[src/rtl/ysyx_040750_mem_stage_reg.sv]
// ysyx_040750_mem_stage_reg: pipeline register for the memory stage; issues one
// load/store per entry and forwards the response with zero added latency.
module ysyx_040750_mem_stage_reg #(
  parameter int PAYLOAD_W = 128,
  parameter int ADDR_W = 64,
  parameter int DATA_W = 64,
  localparam int STRB_W = DATA_W / 8
) (
  input  logic                 I_sys_clk,
  input  logic                 I_rst_n,
  input  logic                 I_valid,
  output logic                 O_allowin,
  output logic                 O_valid,
  input  logic                 I_allowout,
  input  logic                 I_flush,
  input  logic [PAYLOAD_W-1:0] I_payload,
  output logic [PAYLOAD_W-1:0] O_payload,
  input  logic                 I_mem_rd,
  input  logic                 I_mem_wr,
  input  logic [ADDR_W-1:0]    I_addr,
  input  logic [DATA_W-1:0]    I_wdata,
  input  logic [STRB_W-1:0]    I_wstrb,
  output logic [ADDR_W-1:0]    O_addr,
  output logic [DATA_W-1:0]    O_wdata,
  output logic [STRB_W-1:0]    O_wstrb,
  output logic                 O_mem_rd_en,
  output logic                 O_mem_wr_en,
  input  logic                 I_mem_ready,
  input  logic                 I_mem_rvalid,
  input  logic [DATA_W-1:0]    I_mem_rdata,
  input  logic                 I_mem_bvalid,
  input  logic                 I_mem_err,
  output logic [DATA_W-1:0]    O_rdata,
  output logic                 O_err,
  output logic                 O_busy
);
  localparam logic [2:0] S_EMPTY = 3'd0;
  localparam logic [2:0] S_REQ   = 3'd1;
  localparam logic [2:0] S_WAIT  = 3'd2;
  localparam logic [2:0] S_DONE  = 3'd3;
  localparam logic [2:0] S_DRAIN = 3'd4;
  logic [2:0]           state_q, state_d;
  logic [PAYLOAD_W-1:0] payload_q, payload_d;
  logic [ADDR_W-1:0]    addr_q, addr_d;
  logic [DATA_W-1:0]    wdata_q, wdata_d;
  logic [STRB_W-1:0]    wstrb_q, wstrb_d;
  logic [DATA_W-1:0]    rdata_q, rdata_d;
  logic                 rd_q, rd_d, wr_q, wr_d, both_q, both_d, err_q, err_d;
  logic                 resp, accept;
  // rd_q selects which response channel completes the entry (read wins on conflict)
  always_comb begin
    resp = rd_q ? I_mem_rvalid : I_mem_bvalid;
    O_valid = ~I_flush & ((state_q == S_DONE) | ((state_q == S_WAIT) & resp));
    O_allowin = I_rst_n & ((state_q == S_EMPTY) | (O_valid & I_allowout));
    accept = I_valid & O_allowin & ~I_flush;
    O_rdata = ~O_valid ? '0 : (state_q == S_DONE) ? rdata_q : rd_q ? I_mem_rdata : '0;
    O_err = O_valid & ((state_q == S_DONE) ? err_q : (I_mem_err | both_q));
    O_mem_rd_en = (state_q == S_REQ) & rd_q;
    O_mem_wr_en = (state_q == S_REQ) & wr_q;
    O_busy = state_q != S_EMPTY;
    O_payload = payload_q;
    O_addr = addr_q;
    O_wdata = wdata_q;
    O_wstrb = wstrb_q;
  end
  always_comb begin
    state_d = state_q;
    payload_d = payload_q;
    addr_d = addr_q;
    wdata_d = wdata_q;
    wstrb_d = wstrb_q;
    rd_d = rd_q;
    wr_d = wr_q;
    both_d = both_q;
    rdata_d = rdata_q;
    err_d = err_q;
    case (state_q)
      S_REQ: state_d = I_mem_ready ? (I_flush ? S_DRAIN : S_WAIT) : (I_flush ? S_EMPTY : S_REQ);
      S_WAIT:
        if (resp) begin
          state_d = (I_flush | I_allowout) ? S_EMPTY : S_DONE;
          rdata_d = rd_q ? I_mem_rdata : '0;
          err_d = I_mem_err | both_q;
        end else state_d = I_flush ? S_DRAIN : S_WAIT;
      S_DONE: state_d = (I_flush | I_allowout) ? S_EMPTY : S_DONE;
      S_DRAIN: state_d = resp ? S_EMPTY : S_DRAIN;
      default: state_d = S_EMPTY;
    endcase
    if (accept) begin
      state_d = (I_mem_rd | I_mem_wr) ? S_REQ : S_DONE;
      payload_d = I_payload;
      addr_d = I_addr;
      wdata_d = I_wdata;
      wstrb_d = I_wstrb;
      rd_d = I_mem_rd;
      wr_d = I_mem_wr & ~I_mem_rd;
      both_d = I_mem_rd & I_mem_wr;
      rdata_d = '0;
      err_d = 1'b0;
    end
  end
  always_ff @(posedge I_sys_clk or negedge I_rst_n) begin
    if (!I_rst_n) begin
      state_q <= S_EMPTY;
      payload_q <= '0;
      addr_q <= '0;
      wdata_q <= '0;
      wstrb_q <= '0;
      rd_q <= 1'b0;
      wr_q <= 1'b0;
      both_q <= 1'b0;
      rdata_q <= '0;
      err_q <= 1'b0;
    end else begin
      state_q <= state_d;
      payload_q <= payload_d;
      addr_q <= addr_d;
      wdata_q <= wdata_d;
      wstrb_q <= wstrb_d;
      rd_q <= rd_d;
      wr_q <= wr_d;
      both_q <= both_d;
      rdata_q <= rdata_d;
      err_q <= err_d;
    end
  end
endmodule

[config.mk]
export PLATFORM = sky130hd
export DESIGN_NAME = ysyx_040750_mem_stage_reg
export DESIGN_NICKNAME = d
export VERILOG_FILES = /design/src/rtl/ysyx_040750_mem_stage_reg.sv
export SDC_FILE = /design/constraint.sdc
export NUM_CORES = 1
export LEC_CHECK = 0
export ABC_AREA = 1
export BUFFER_PORTS_ARGS = -buffer_cell sky130_fd_sc_hd__buf_2
export CORE_AREA = 2 2 258 260
export CTS_CLUSTER_SIZE = 8
export DETAILED_ROUTE_END_ITERATION = 8
export DIE_AREA = 0 0 260 262
export GPL_ROUTABILITY_DRIVEN = 0
export PLACE_DENSITY_LB_ADDON = 0.3
export REMOVE_ABC_BUFFERS = 1
export SYNTH_ARGS = -nofsm -noshare
export SYNTH_HDL_FRONTEND = slang
export SYNTH_SLANG_ARGS = --single-unit
[constraint.sdc]
create_clock -name I_sys_clk -period 2.7 [get_ports I_sys_clk]
set_input_delay 0.27 -clock I_sys_clk [delete_from_list [all_inputs] [get_ports I_sys_clk]]
set_output_delay 0.27 -clock I_sys_clk [all_outputs]
set_load 0.05 [all_outputs]
==> flow_summary.json <==
{
  "status": "finished with violations",
  "violations": "max-slew violations",
  "worstSetupPathType": "reg -> reg",
  "synth_mux_area_frac": 0,
  "hold_viol": 0,
  "synth_top_family_by_area": "simple AND/OR/NAND/NOR gates",
  "synth_flop_cell": "dfrtp_1",
  "syn_area_sq_um": 15000,
  "core_sq_um": 65300,
  "layout-drive-gt1-share": 0.293,
  "cts_max_level": 2,
  "fillCellCount": 6717,
  "fin_crit_ns": 2.64,
  "p_per_area_nw_per_um2": 1060,
  "die_h_um": 262,
  "wl_um": 58500,
  "route.met2.wl_um": 28500,
  "max_freq_ghz": 0.379,
  "post_cts_buffers": 0,
  "synth-seq-cells": 335,
  "seq_area_frac_synth": 0.558,
  "overflow": 0,
  "fin_setup_tns_ns": 0,
  "critPathLaunch": "state_q[0]",
  "yosysUniqueCellTypes": 23,
  "hold_slack_ns": 0.0588,
  "syn2layout_area_growth_pct": 55.1,
  "p_leak_nw": 12.8,
  "synth.most_common_cell": "nand2_1",
  "slew_headroom": -0.00324,
  "crit_path_start_kind": "flip-flop",
  "setup_viol": 0,
  "synth_compound_area_frac": 0.0457,
  "nNetsFinal": 2983,
  "wl_met1_um": 23200,
  "grt_pass1_wl_um": 87500,
  "initial_core_util": 0.230,
  "ys.warnings.count": 0,
  "synth_top_area_frac": 0.558,
  "dp_hpwl_um": 37200,
  "dr.pass1.iters": 5,
  "place_ws_ns": 0.330,
  "fin_ws_ns": 0.0617,
  "syn_area_per_cell_sq_um": 8.33,
  "synthXorXnorAreaFrac": 0,
  "die_w_um": 260,
  "netlist_top_cells_count": "nand2_1, dfrtp_1, nand4_1",
  "wl_per_cell_um": 16.6,
  "num_io_pins": 673,
  "rr_worst_depth": 11,
  "slew_viol_final": 22,
  "io_buffers": 672,
  "rows": 94,
  "r2r_start": "state_q[0]",
  "synth-simple-area-share": 0.324,
  "synth_async_sr_flop_share": 1.00,
  "power_mw": 24.8,
  "antenna_found_initial": 5,
  "grt_max_degree": 230,
  "ff2ff_setup_slack_ns": 0.06,
  "synthTopCellsByArea": "dfrtp_1, nand2_1, nand4_1, clkbuf_1, nand3_1",
  "stdcell_area_sq_um": 23300,
  "yosysTopAreaCell": "dfrtp_1",
  "worstPathRequired_ns": 3.14,
  "first_global_vias": 15800,
  "synth_edf_count": 0,
  "synthAdderAreaFrac": 0,
  "path_clk_slew_ns": 0.05,
  "grt_use_total": 0.159,
  "hold_class": "in -> reg",
  "cap_violations": 0,
  "synthCells": 1801,
  "place_area_sq_um": 19100,
  "numCtsBuffers": 48,
  "crit_fanout": 229,
  "drt_iter0_drc": 1299,
  "dr_wl_met3_um": 4550,
  "drc": 0,
  "cts_sinks": 335,
  "routed.top_layer": "met5",
  "crit_path_end": "O_payload[88]",
  "ant_nets": 0,
  "vias": 16000,
  "cts.path.max_buffers": 3,
  "fp.dieArea_sq_um": 68100,
  "r2r_end": "O_payload[88]",
  "critPathCaptureType": "flip-flop",
  "cts_tree": "built",
  "clockRootBuffer": "clkbuf_16",
  "peakVddDrop_v": 0.000712,
  "skew_ns": 0.0298,
  "insertion_delay_ns": 0.57,
  "rsz0062_at_grt": "true",
  "tightest_slew_ns": 1.50,
  "avgViaCountPerCell": 4.56,
  "post-route-period-util": 0.977,
  "crit_arrival_ns": 3.08
}
==> layout by cell type, fill, tap and decap left out, types with 3 or more instances in the layout <==
cell	Yosys	final
nand4_1	268	268
nand3_1	70	68
dlygate4sd3_1	0	259
buf_6	9	4
o21ai_0	65	65
clkbuf_16	0	50
buf_4	21	37
inv_1	75	75
dfrtp_1	335	334
nor2_1	9	8
a21oi_2	0	14
buf_2	21	613
a21oi_1	65	51
clkbuf_1	107	3
buf_12	0	17
nand2_1	737	737
diode_2	0	5
clkbuf_4	0	23
==> cells by family (layout without fill, tap and decap cells) <==
logic type,count (synthesis),after routing
AND/OR/NAND/NOR,1089,1089
buffers and inverters,242,1091
AO/OA/AOI/OAI,135,135
flip-flops,335,335
other,0,5
==> area by class of cell <==
cell class                      count  area [sq um]  share of cell area
Antenna cell                        5          12.5            0.000537
Multi-Input combinational cell   1224          5650               0.242
Timing Repair Buffer              958          6600               0.284
Clock inverter                      3          30.0             0.00129
Sequential cell                   335          8380               0.360
Tap cell                          864          1080              0.0464
Inverter                           77           292              0.0125
Clock buffer                       53          1240              0.0532
==> per-layer routing <==
metal  up-vias  global-route usage
li1       7646                   -
met1      7570               0.190
met2       694               0.270
met3       125              0.0412
met4         2              0.0670
met5         -                   0
==> report_power, final <==
part	switching, mW	internal [mW]
combinational	9.10	2.54
clock	2.18	3.19
sequential	0.965	6.79
==> registers in the layout, summed over array words and instances, names as in the netlist <==
register / flops
rd_q: 1
rdata_q: 64
O_addr: 64
wr_q: 1
err_q: 1
O_payload: 128
both_q: 1
O_wdata: 64
state_q: 3
O_wstrb: 8
==> worst max-delay path: stages, from the launching register on <==
cell     delay (ns)
dfrtp_1        0.44
inv_2          0.09
nand2_1        0.06
nor2_2         0.13
nand2_2        0.11
nand2_1        0.11
nand3_1        0.19
nand2_8        0.13
nand3_4        0.08
buf_12         0.24
nand2_1        0.30
nand2_1        0.11
==> timing repair <==
item / in CTS / in global routing
hold buffers: 259 / 0
endpoints found under the hold margin: 271 / 0
resized for setup: 10 / 90
setup endpoints to repair: 9 / 64
cloned: 0 / 3
==> stage by stage <==
step / utilization / cells
final: 0.357 / 3519
after global routing: 0.357 / 3517
after CTS: 0.353 / 3511
after detailed placement: 0.293 / 3196
after global placement: 0.293 / 3196
after floorplan: - / 1636
==> worst min-delay path by stage <==
stage | start | to | depth (start not counted)
after detailed placement | I_rst_n | rdata_q[18] | 1
after CTS | I_wdata[4] | O_wdata[4] | 3
after global routing | I_payload[69] | O_payload[69] | 3
final | I_mem_rd | wr_q | 4
after floorplan | I_rst_n | O_addr[0] | 0
after global placement | I_rst_n | rdata_q[18] | 1
(Power assumes the default switching activity.)
